File: src/rtl/switch_pkg.sv
// Shared definitions for the switch port receive path: packet header layout,
// error bit positions, the beat layout carried through the skid and the FSM states.
package switch_pkg;

  localparam int DW = 8;

  localparam int IDX_DA  = 0;
  localparam int IDX_SA  = 1;
  localparam int IDX_LEN = 2;

  localparam int ERR_FCS   = 0;
  localparam int ERR_DA    = 1;
  localparam int ERR_TRUNC = 2;
  localparam int ERR_W     = 3;

  // Beat = {data, sop, eop, err}; data sits above BEAT_SOP.
  localparam int BEAT_EOP = 3;
  localparam int BEAT_SOP = 4;

  typedef enum logic [1:0] {
    IDLE = 2'd0,
    HDR  = 2'd1,
    PAY  = 2'd2,
    FCS  = 2'd3
  } rx_state_e;

endpackage

File: src/rtl/switch_rx_skid.sv
// Two-entry FIFO between byte capture and the output register. tag_or is OR-ed into
// the newest entry so a truncation can mark the last queued byte as end of packet.
module switch_rx_skid #(
  parameter int W = 13
) (
  input  logic         clk,
  input  logic         rst,
  input  logic         push,
  input  logic [W-1:0] din,
  input  logic         pop,
  output logic [W-1:0] dout,
  input  logic [W-1:0] tag_or,
  output logic [1:0]   occ
);

  logic [W-1:0] mem [2];
  logic         wr_ptr;
  logic         rd_ptr;
  logic         tail;

  assign tail = ~wr_ptr;
  // With a single entry the head is also the tail, so a retag must show on the pop path.
  assign dout = mem[rd_ptr] | ((occ == 2'd1) ? tag_or : '0);

  always_ff @(posedge clk) begin
    if (rst) begin
      wr_ptr <= 1'b0;
      rd_ptr <= 1'b0;
      occ    <= 2'd0;
    end else begin
      if (push) wr_ptr <= ~wr_ptr;
      if (pop)  rd_ptr <= ~rd_ptr;
      occ <= occ + {1'b0, push} - {1'b0, pop};
    end
  end

  always_ff @(posedge clk) begin
    if (push)
      mem[wr_ptr] <= din;
    else if (occ != 2'd0)
      mem[tail] <= mem[tail] | tag_or;
  end

endmodule

File: src/rtl/switch_port_rx.sv
// Reading end of one switch output port: issues credit-limited reads, frames the
// returned bytes (DA, SA, LEN, payload, FCS) and forwards them with sop/eop/error tags.
module switch_port_rx #(
  parameter int DW      = switch_pkg::DW,
  parameter int TIMEOUT = 16,
  parameter int CNT_W   = 16
) (
  input  logic             clk,
  input  logic             reset,
  input  logic             ready,
  output logic             read,
  input  logic [DW-1:0]    port_data,
  input  logic [DW-1:0]    cfg_addr,
  output logic [DW-1:0]    out_data,
  output logic             out_valid,
  input  logic             out_ready,
  output logic             out_sop,
  output logic             out_eop,
  output logic [2:0]       out_err,
  output logic [CNT_W-1:0] pkt_cnt,
  output logic [CNT_W-1:0] err_cnt
);
  import switch_pkg::*;

  localparam int BW = DW + BEAT_SOP + 1;
  localparam int IW = $clog2(TIMEOUT + 1);

  rx_state_e         state, state_n;
  logic [1:0]        hdr_idx, hdr_idx_n;
  logic [DW-1:0]     len_cnt, len_cnt_n;
  logic [DW-1:0]     fcs_acc, fcs_acc_n;
  logic              da_err, da_err_n;
  logic [IW-1:0]     idle_cnt, idle_cnt_n;
  logic              cap_sop, cap_eop, trunc;
  logic [ERR_W-1:0]  cap_err, trunc_err;
  logic              vld_p0;
  logic [BW-1:0]     beat_p0, trunc_beat, new_beat, tag_or, skid_dout;
  logic              new_vld, push, pop, out_free, credit_ok;
  logic [1:0]        occ, occ_n;
  logic              vld_p1;
  logic [BW-1:0]     out_beat_p1;

  // Stage p0: byte on port_data this cycle, tagged by the framing FSM.
  always_comb begin
    state_n    = state;
    hdr_idx_n  = hdr_idx;
    len_cnt_n  = len_cnt;
    fcs_acc_n  = fcs_acc;
    da_err_n   = da_err;
    idle_cnt_n = idle_cnt;
    cap_sop    = 1'b0;
    cap_eop    = 1'b0;
    cap_err    = '0;
    trunc      = 1'b0;
    if (vld_p0) begin
      idle_cnt_n = '0;
      fcs_acc_n  = fcs_acc ^ port_data;
      case (state)
        IDLE: begin
          cap_sop   = 1'b1;
          fcs_acc_n = port_data;
          da_err_n  = (port_data != cfg_addr);
          hdr_idx_n = 2'(IDX_SA);
          state_n   = HDR;
        end
        HDR: begin
          hdr_idx_n = hdr_idx + 2'd1;
          if (hdr_idx == 2'(IDX_LEN)) begin
            len_cnt_n = port_data;
            state_n   = (port_data == '0) ? FCS : PAY;
          end
        end
        PAY: begin
          len_cnt_n = len_cnt - DW'(1);
          if (len_cnt == DW'(1)) state_n = FCS;
        end
        FCS: begin
          cap_eop          = 1'b1;
          cap_err[ERR_FCS] = (fcs_acc != port_data);
          cap_err[ERR_DA]  = da_err;
          state_n          = IDLE;
        end
        default: state_n = IDLE;
      endcase
    end else if (state != IDLE && !ready) begin
      if (idle_cnt == IW'(TIMEOUT - 1)) begin
        trunc      = 1'b1;
        idle_cnt_n = '0;
        state_n    = IDLE;
      end else begin
        idle_cnt_n = idle_cnt + IW'(1);
      end
    end
  end

  always_comb begin
    trunc_err            = '0;
    trunc_err[ERR_TRUNC] = 1'b1;
    trunc_err[ERR_DA]    = da_err;
  end

  assign beat_p0    = {port_data, cap_sop, cap_eop, cap_err};
  assign trunc_beat = {{DW{1'b0}}, 1'b0, 1'b1, trunc_err};
  // A truncation retags the newest queued byte; with nothing queued a zero byte carries the eop.
  assign tag_or     = (trunc && occ != 2'd0) ? trunc_beat : '0;
  assign new_vld    = vld_p0 || (trunc && occ == 2'd0);
  assign new_beat   = vld_p0 ? beat_p0 : trunc_beat;

  assign out_free = !vld_p1 || out_ready;
  assign pop      = out_free && (occ != 2'd0);
  assign push     = new_vld && (!out_free || occ != 2'd0);
  assign occ_n    = occ + {1'b0, push} - {1'b0, pop};
  // Room for this read plus the one already outstanding even if the output never drains.
  assign credit_ok = (occ_n == 2'd0) || ((occ_n == 2'd1) && !read);

  always_ff @(posedge clk) begin
    if (reset) begin
      state    <= IDLE;
      hdr_idx  <= 2'(IDX_DA);
      da_err   <= 1'b0;
      idle_cnt <= '0;
      read     <= 1'b0;
      vld_p0   <= 1'b0;
    end else begin
      state    <= state_n;
      hdr_idx  <= hdr_idx_n;
      da_err   <= da_err_n;
      idle_cnt <= idle_cnt_n;
      read     <= ready && credit_ok;
      vld_p0   <= read;
    end
  end

  always_ff @(posedge clk) begin
    len_cnt <= len_cnt_n;
    fcs_acc <= fcs_acc_n;
  end

  switch_rx_skid #(.W(BW)) u_skid (
    .clk    (clk),
    .rst    (reset),
    .push   (push),
    .din    (new_beat),
    .pop    (pop),
    .dout   (skid_dout),
    .tag_or (tag_or),
    .occ    (occ)
  );

  // Stage p1: output register, refilled from the skid head or straight from p0.
  always_ff @(posedge clk) begin
    if (reset) begin
      vld_p1      <= 1'b0;
      out_beat_p1 <= '0;
    end else if (out_free) begin
      if (occ != 2'd0) begin
        vld_p1      <= 1'b1;
        out_beat_p1 <= skid_dout;
      end else if (new_vld) begin
        vld_p1      <= 1'b1;
        out_beat_p1 <= new_beat;
      end else begin
        vld_p1      <= 1'b0;
      end
    end
  end

  always_ff @(posedge clk) begin
    if (reset) begin
      pkt_cnt <= '0;
      err_cnt <= '0;
    end else if (vld_p1 && out_ready && out_beat_p1[BEAT_EOP]) begin
      if (out_beat_p1[ERR_W-1:0] != '0) err_cnt <= err_cnt + CNT_W'(1);
      else                              pkt_cnt <= pkt_cnt + CNT_W'(1);
    end
  end

  assign out_valid = vld_p1;
  assign out_data  = out_beat_p1[BW-1:BEAT_SOP+1];
  assign out_sop   = out_beat_p1[BEAT_SOP];
  assign out_eop   = out_beat_p1[BEAT_EOP];
  assign out_err   = out_beat_p1[ERR_W-1:0];

endmodule

File: config.mk
export PLATFORM = sky130hd
export DESIGN_NAME = switch_port_rx
export DESIGN_NICKNAME = d
export VERILOG_FILES = /design/src/rtl/switch_pkg.sv /design/src/rtl/switch_rx_skid.sv /design/src/rtl/switch_port_rx.sv
export SDC_FILE = /design/constraint.sdc
export NUM_CORES = 1
export LEC_CHECK = 0
export ABC_AREA = 1
export CORE_UTILIZATION = 45
export CTS_BUF_LIST = sky130_fd_sc_hd__clkbuf_2
export DETAILED_ROUTE_END_ITERATION = 7
export DONT_BUFFER_PORTS = 1
export SKIP_LAST_GASP = 1
export SLEW_MARGIN = 20
export SYNTH_ARGS = -nofsm -noshare
export SYNTH_HDL_FRONTEND = slang
export SYNTH_SLANG_ARGS = --single-unit
export TNS_END_PERCENT = 30
File: constraint.sdc
create_clock -name clk -period 2.55 [get_ports clk]
set_input_delay 0.765 -clock clk [delete_from_list [all_inputs] [get_ports clk]]
set_output_delay 0.765 -clock clk [all_outputs]
set_load 0.01 [all_outputs]
After elaboration in Yosys (flattened, before gate mapping)

Memories as Yosys holds them, arrays and structs flattened. A register that Yosys moved wholly into a read port is not among the register bits.
Cells that the tools add are included.

Equal/unequal tests: 13
Reduce and logical (&&, ||, !) cells: 38
Add/sub/neg operators: 7
Muxes and demuxes: 35
Bitwise logic cells: 6

Operators with widths:

| cell                                             | number |
|---|---|
| two-way mux 13 bit                               | 4 |
| adder 16 x 1 -> 16 bit, second input constant    | 2 |
| two-way mux 1 bit                                | 17 |
| two-way mux 8 bit                                | 2 |
| != test 8 bit                                    | 2 |
| one-hot mux 8 bit (2 select lines)               | 1 |
| nonzero test 2 bit                               | 7 |
| OR 13 bit                                        | 1 |
| OR 13 x 4 -> 13 bit                              | 1 |
| OR reduction 13 bit                              | 1 |
| two-way mux 2 bit                                | 6 |
| AND reduction 2 bit                              | 5 |
| logical AND 1 bit                                | 9 |
| == test 8 x 1 -> 1 bit, second input constant    | 1 |
| logical NOT 8 bit                                | 1 |
| two-way mux 4 bit                                | 2 |
| one-hot mux 2 bit (4 select lines)               | 1 |
| subtractor 8 x 1 -> 8 bit, second input constant | 1 |
| XOR 8 bit                                        | 1 |
| == test 2 x 1 -> 1 bit, second input constant    | 3 |
| == test 2 bit, second input constant             | 3 |
| logical NOT 2 bit                                | 3 |
| != test 3 bit, second input constant             | 2 |
| adder 5 x 1 -> 5 bit, second input constant      | 1 |
| 14 further kinds                                 | 22 |

Bits of input ports: 20
Flip-flop bits (word level): 78
Memories kept: 1
Logic and storage cells: 115
Output and inout bits: 47
Memory bits (writable): 26

Memories:

| name       | depth | bits a word | read ports | clocked after Yosys merged registers in | wr ports | RTL line             | RTL |
|---|---|---|---|---|---|---|---|
| u_skid.mem | 2     | 13          | 2          | 1                                       | 1        | switch_rx_skid.sv:16 | `logic [W-1:0] mem [2];` |

Depth between registers and ports, before layout

Depth in word-level cells: 13
Mapped depth: 15
Mapped depth without buffers: 14

Cells and area by module

A second synthesis with hierarchy kept.

Cells, all modules: 847
Area total of the unflattened synthesis: 6033.3 um^2

Modules (own cells, without submodules):

| module         | area each (um^2) | cells each | seq. area each (um^2) | times used |
|---|---|---|---|---|
| switch_port_rx | 4400.5           | 650        | 1641.6                | 1 |
| switch_rx_skid | 1632.8           | 197        | 880.8                 | 1 |

Worst setup path before layout

Ideal clock, no wire load.

Path kind: register to register
Start point: register state[0]
End point: memory u_skid.mem[1][0] (enable)
Arrival time: 1802 ps
Stages on the path, launching flop included: 11
Setup time: 382 ps
Clock period less this slack: 2184 ps
Required time: 2168 ps
Path slack: 366 ps
Buffers on the path: 1
Cells stage by stage: dfxtp_1 -> inv_1 -> ha_1 -> buf_6 -> inv_4 -> nand2_4 -> nor2_8 -> nand2_4 -> nand2_2 -> nand2_1 -> nor2_1

Longest elaborated chain between the ends: 11
Elaborated cells between the ends (all ways): 14
Classes of those cells: 8 x mux; 6 x reduce/logical

RTL lines:

| item                                    | RTL line              | RTL |
|---|---|---|
| start: declaration                      | switch_port_rx.sv:28  | `rx_state_e state, state_n;` |
| start signal: assignment                | switch_port_rx.sv:125 | `state <= state_n;` |
| nonzero test 2 bit *                    | switch_port_rx.sv:85  | `end else if (state != IDLE && !ready) begin` |
| logical AND 1 bit *                     | switch_port_rx.sv:85  |  |
| two-way mux 1 bit *                     | switch_port_rx.sv:85  |  |
| two-way mux 1 bit *                     | switch_port_rx.sv:55  | `if (vld_p0) begin` |
| logical AND 1 bit *                     | switch_port_rx.sv:106 | `assign new_vld = vld_p0 \|\| (trunc && occ == 2'd0);` |
| logical OR 1 bit *                      | switch_port_rx.sv:106 |  |
| logical AND 1 bit *                     | switch_port_rx.sv:111 | `assign push = new_vld && (!out_free \|\| occ != 2'd0);` |
| two-way mux 1 bit                       | switch_rx_skid.sv:38  | `if (push)` |
| two-way mux 1 bit (implied by the code) | switch_rx_skid.sv:41  | `mem[tail] <= mem[tail] \| tag_or;` |
| OR reduction 13 bit (no line)           | -                     |  |
| two-way mux 1 bit (no line)             | -                     |  |
| end: declaration                        | switch_rx_skid.sv:16  |  |

Every way passes the cells marked *; elsewhere a longest branch is shown, timed or not.

Final worst setup path

Start point: register state[1]
End point: register u_skid.occ[1]

Longest elaborated chain between the ends: 9

RTL lines:

| item                      | RTL line              | RTL |
|---|---|---|
| nonzero test 2 bit        | switch_port_rx.sv:85  |  |
| logical AND 1 bit         | switch_port_rx.sv:85  |  |
| two-way mux 1 bit         | switch_port_rx.sv:85  |  |
| two-way mux 1 bit         | switch_port_rx.sv:55  |  |
| logical AND 1 bit         | switch_port_rx.sv:106 |  |
| logical OR 1 bit          | switch_port_rx.sv:106 |  |
| logical AND 1 bit         | switch_port_rx.sv:111 |  |
| via push                  | switch_port_rx.sv:38  | `logic new_vld, push, pop, out_free, credit_ok;` |
| adder 2 x 1 -> 2 bit      | switch_rx_skid.sv:33  | `occ <= occ + {1'b0, push} - {1'b0, pop};` |
| subtractor 2 x 1 -> 2 bit | switch_rx_skid.sv:33  |  |
| end signal: assignment    | switch_rx_skid.sv:33  |  |
| end: declaration          | switch_rx_skid.sv:13  | `output logic [1:0] occ` |

The timed path passes the listed nets, and every way through them passes these cells.
A chain may end at the register's enable or synchronous reset.

==> impl_results.md <==
- CP max stage delay: 470 ps
- Total power: 0.004372 W
- Port bufs: 0
- FF/Latch Area: 2524 µm²
- Clock tree buffer depth: 2
- Setup-failing EPs final: 0
- Clk root buf: clkbuf_2
- Worst slew margin: 0.6612
- Slew Viols, Final: 0
- Crit path DAT: 2810 ps
- Die Area: 13,100 µm²
- Slowest CP cell: dfxtp_1
- Max Cap Viol: 0
- Post-CTS Resized: 0
- Average cell area after synthesis: 7.297 µm²
- WL per Instance: 13.86 µm
- Clk Latency, worst-skew pair: 620 ps
- Yosys reg bits: 105
- Critical path class: flop to flop
- Post-Syn Nets: 813
- Gr ovfl total: 0
- CP endpoint kind: flop
- Placeable Area: 12,160 µm²
- RSZ-0062 raised after global routing: no
- Sequential area share after synthesis: 0.4432
- Cell Chain, Critical Path: inv_1 > ha_1 > inv_4 > nand2_4 > nor2_8 > nand2_4 > o21ai_0 > nand2_1 > inv_1 > ha_1 > xor2_1 > xor2_1 > inv_1 > nor2_1
- CTS Sinks: 105
- Share of cells above drive strength 1: 0.07270
- F_max: 0.4494 GHz
- ANT cells: 0
- ANT nets after route: 0
- Die Y: 114.5 µm
- P&R area growth vs syn: 5.210%
- Initial Util: 0.4680
- Setup slack after layout: 324.7 ps
- CTS tree: done
- Post-route cell area: 5988 µm²
- PwrDens: 730.1 nW/µm²
- Largest net degree at the start of global routing: 36
- Final period util: 0.8727
- Worst Path Required: 3130 ps
- First-pass GRT wire length: 21,760 µm
- Status: finished clean
- Post-Syn Instances: 780
- Drt pass-1 iters: 7
- H-tree level count: 3
- Routed WL: 13,200 µm
- Total track usage: 0.2129
- Synth warn: 0
- Min cycle time layout: 2225 ps
- Vias post-DR: 4,879
- I/O Pins: 67
- Multi-input gate area: 2666 µm²
- Worst-margin pin slew: 506.4 ps
- Initial DRC count: 362
- Worst Skew: 20.93 ps
- TritonCTS Buffers: 9
- Max VDD drop: 344.9 µV
- Initial antenna violation count: 0
- FILL cells: 1,222
- Most frequent CP cell: inv_1
- Hold Crit Class: input pin to flop
- Synth unique cells: 41
- Final Hold Fails: 0
- Pre-CTS WS: 265.1 ps
- Post-DP Area: 5863 µm²
- Post-DP HPWL: 9753 µm
- Number of global-route vias before repair: 4,519
- Gpl congestion: 0.8321
- Worst-path fanout max: 5
- CP Launch Type: flop
- Final net count: 812
- Reg clk slew, reported paths: 290 ps
- # DRC: 0
- Netlist Area Pre-Place: 5692 µm²
- LEAKAGE: 2.353 nW
- DIE WIDTH: 114.5 µm
- Final TNS setup: 0 ps
- Final core utilization: 0.4924
- Post-CTS setup buffer count: 0
- Rows: 40
- Post-CTS Hold Fix Bufs: 0
- Vias/cell: 5.125
## power breakdown
| part | leakage [nW] | total (W) | internal, W | switching, W |
|---|---|---|---|---|
| Sequential | 0.895 | 0.00229 | 0.00209 | 0.000200 |
| Clock | 0.0647 | 0.000827 | 0.000232 | 0.000595 |
| Combinational | 1.39 | 0.00126 | 0.000390 | 0.000866 |
| Total | 2.35 | 0.00437 | 0.00271 | 0.00166 |
## final cells by class
class / count / area share
clock buffers: 9 / 0.007522
clock inverters: 7 / 0.01316
inverters: 101 / 0.06373
multi-input cells: 551 / 0.4453
flip-flops and latches: 105 / 0.4214
well taps: 168 / 0.03510
repair buffers: 11 / 0.01379
## worst max-delay path, delay by kind of cell (launching register included)
kind                       cells  cell delay, ps
buffers and inverters          4             310
xor gates and xnor gates       2             430
DFF                            1             470
adders and majority gates      2             390
AOI/OAI and AO/OA              1             150
and+or+nand+nor                5             450
## placed cells by master (no fill, tap or decap), types with 2 or more instances in the layout
cell,instances
nand3_1,25
buf_4,11
inv_2,4
clkinv_4,2
nand4_1,11
dfxtp_1,62
nor2_4,2
inv_1,94
a31oi_1,4
ha_1,13
a21oi_1,51
clkbuf_2,9
o21ai_1,2
nand3_2,2
o21bai_1,2
nand2_4,2
a21oi_2,4
nand2_2,4
or2_2,2
xor2_1,10
nor2_1,82
clkinvlp_4,3
nor2_2,6
clkinv_1,2
nor3_1,8
o21ai_0,62
xnor2_1,8
o22ai_1,8
edfxtp_1,42
nand2_1,235
## synth_stat cells
master / count / share of area
nand3_2: 2 / 0.0035
o21ai_1: 2 / 0.0018
o211ai_1: 1 / 0.0013
dfxtp_1: 63 / 0.22
a31oi_1: 4 / 0.0044
clkinv_1: 2 / 0.0013
a211oi_1: 1 / 0.0013
buf_2: 6 / 0.0053
nand3_1: 25 / 0.022
a21oi_2: 4 / 0.0062
nor2_1: 82 / 0.054
xnor2_1: 8 / 0.012
nand3b_1: 1 / 0.0013
a22oi_1: 1 / 0.0013
or2_2: 2 / 0.0022
xor2_1: 10 / 0.015
inv_4: 1 / 0.0011
a41oi_1: 1 / 0.0015
a21oi_1: 51 / 0.045
nor3_1: 8 / 0.0070
o21ai_0: 62 / 0.055
buf_6: 3 / 0.0059
inv_1: 94 / 0.062
clkbuf_1: 11 / 0.0073
nand2_2: 4 / 0.0044
nand2_1: 235 / 0.15
nand4_1: 11 / 0.012
ha_1: 13 / 0.029
nand2_4: 2 / 0.0040
buf_4: 1 / 0.0013
o21bai_1: 2 / 0.0026
buf_1: 1 / 0.00066
nor2_8: 1 / 0.0035
inv_2: 4 / 0.0026
edfxtp_1: 42 / 0.22
nor2_4: 2 / 0.0040
or2_0: 1 / 0.0011
o22ai_1: 8 / 0.0088
nor2_2: 6 / 0.0066
a21oi_4: 1 / 0.0029
clkbuf_2: 1 / 0.00088
## per-stage QoR
step / hold WS, ps / instances
after floorplan: 422.5 / 780
after global placement: 438.9 / 936
after detailed placement: 445.3 / 936
after CTS: 98.93 / 952
after global routing: 90.90 / 952
final: 169.7 / 952
## layer usage
metal	vias up	share of wire	GRT usage
met5	-	0	0
met4	0	0.017	0.08658
met3	17	0.040	0.03229
met2	99	0.47	0.3556
met1	2250	0.47	0.2761
li1	2513	-	-
## sequential cells by signal (all words and copies together) (netlist names), named ones only
register,cells
hdr_idx,2
u_skid.rd_ptr,1
read,1
fcs_acc,8
state,2
out_beat_p1,13
u_skid.mem,26
out_valid,1
err_cnt,16
vld_p0,1
u_skid.occ,2
u_skid.wr_ptr,1
idle_cnt,5
len_cnt,8
da_err,1
pkt_cnt,16
## path summary, 6_finish.rpt
kind | start | endpoint | slack (ps) | cells after the start
setup / recovery | state[1]$_SDFFE_PP0P_ | u_skid.occ[1]$_SDFF_PP0_ | 320 | 14
hold reg to reg | idle_cnt[4]$_SDFFE_PP0N_ | idle_cnt[4]$_SDFFE_PP0N_ | 470 | 2
hold / removal | reset | vld_p0$_SDFF_PP0_ | 170 | 1
setup reg to reg | state[1]$_SDFFE_PP0P_ | u_skid.occ[1]$_SDFF_PP0_ | 320 | 14
## logic make-up after synthesis
family,Yosys count,share of synthesized area
flops,105,0.4432
buf+inv,124,0.08837
xor+xnor,18,0.02770
compound gates,138,0.1315
simple gates,382,0.2807
fa+ha+maj,13,0.02858
(Power assumes the default switching activity.)
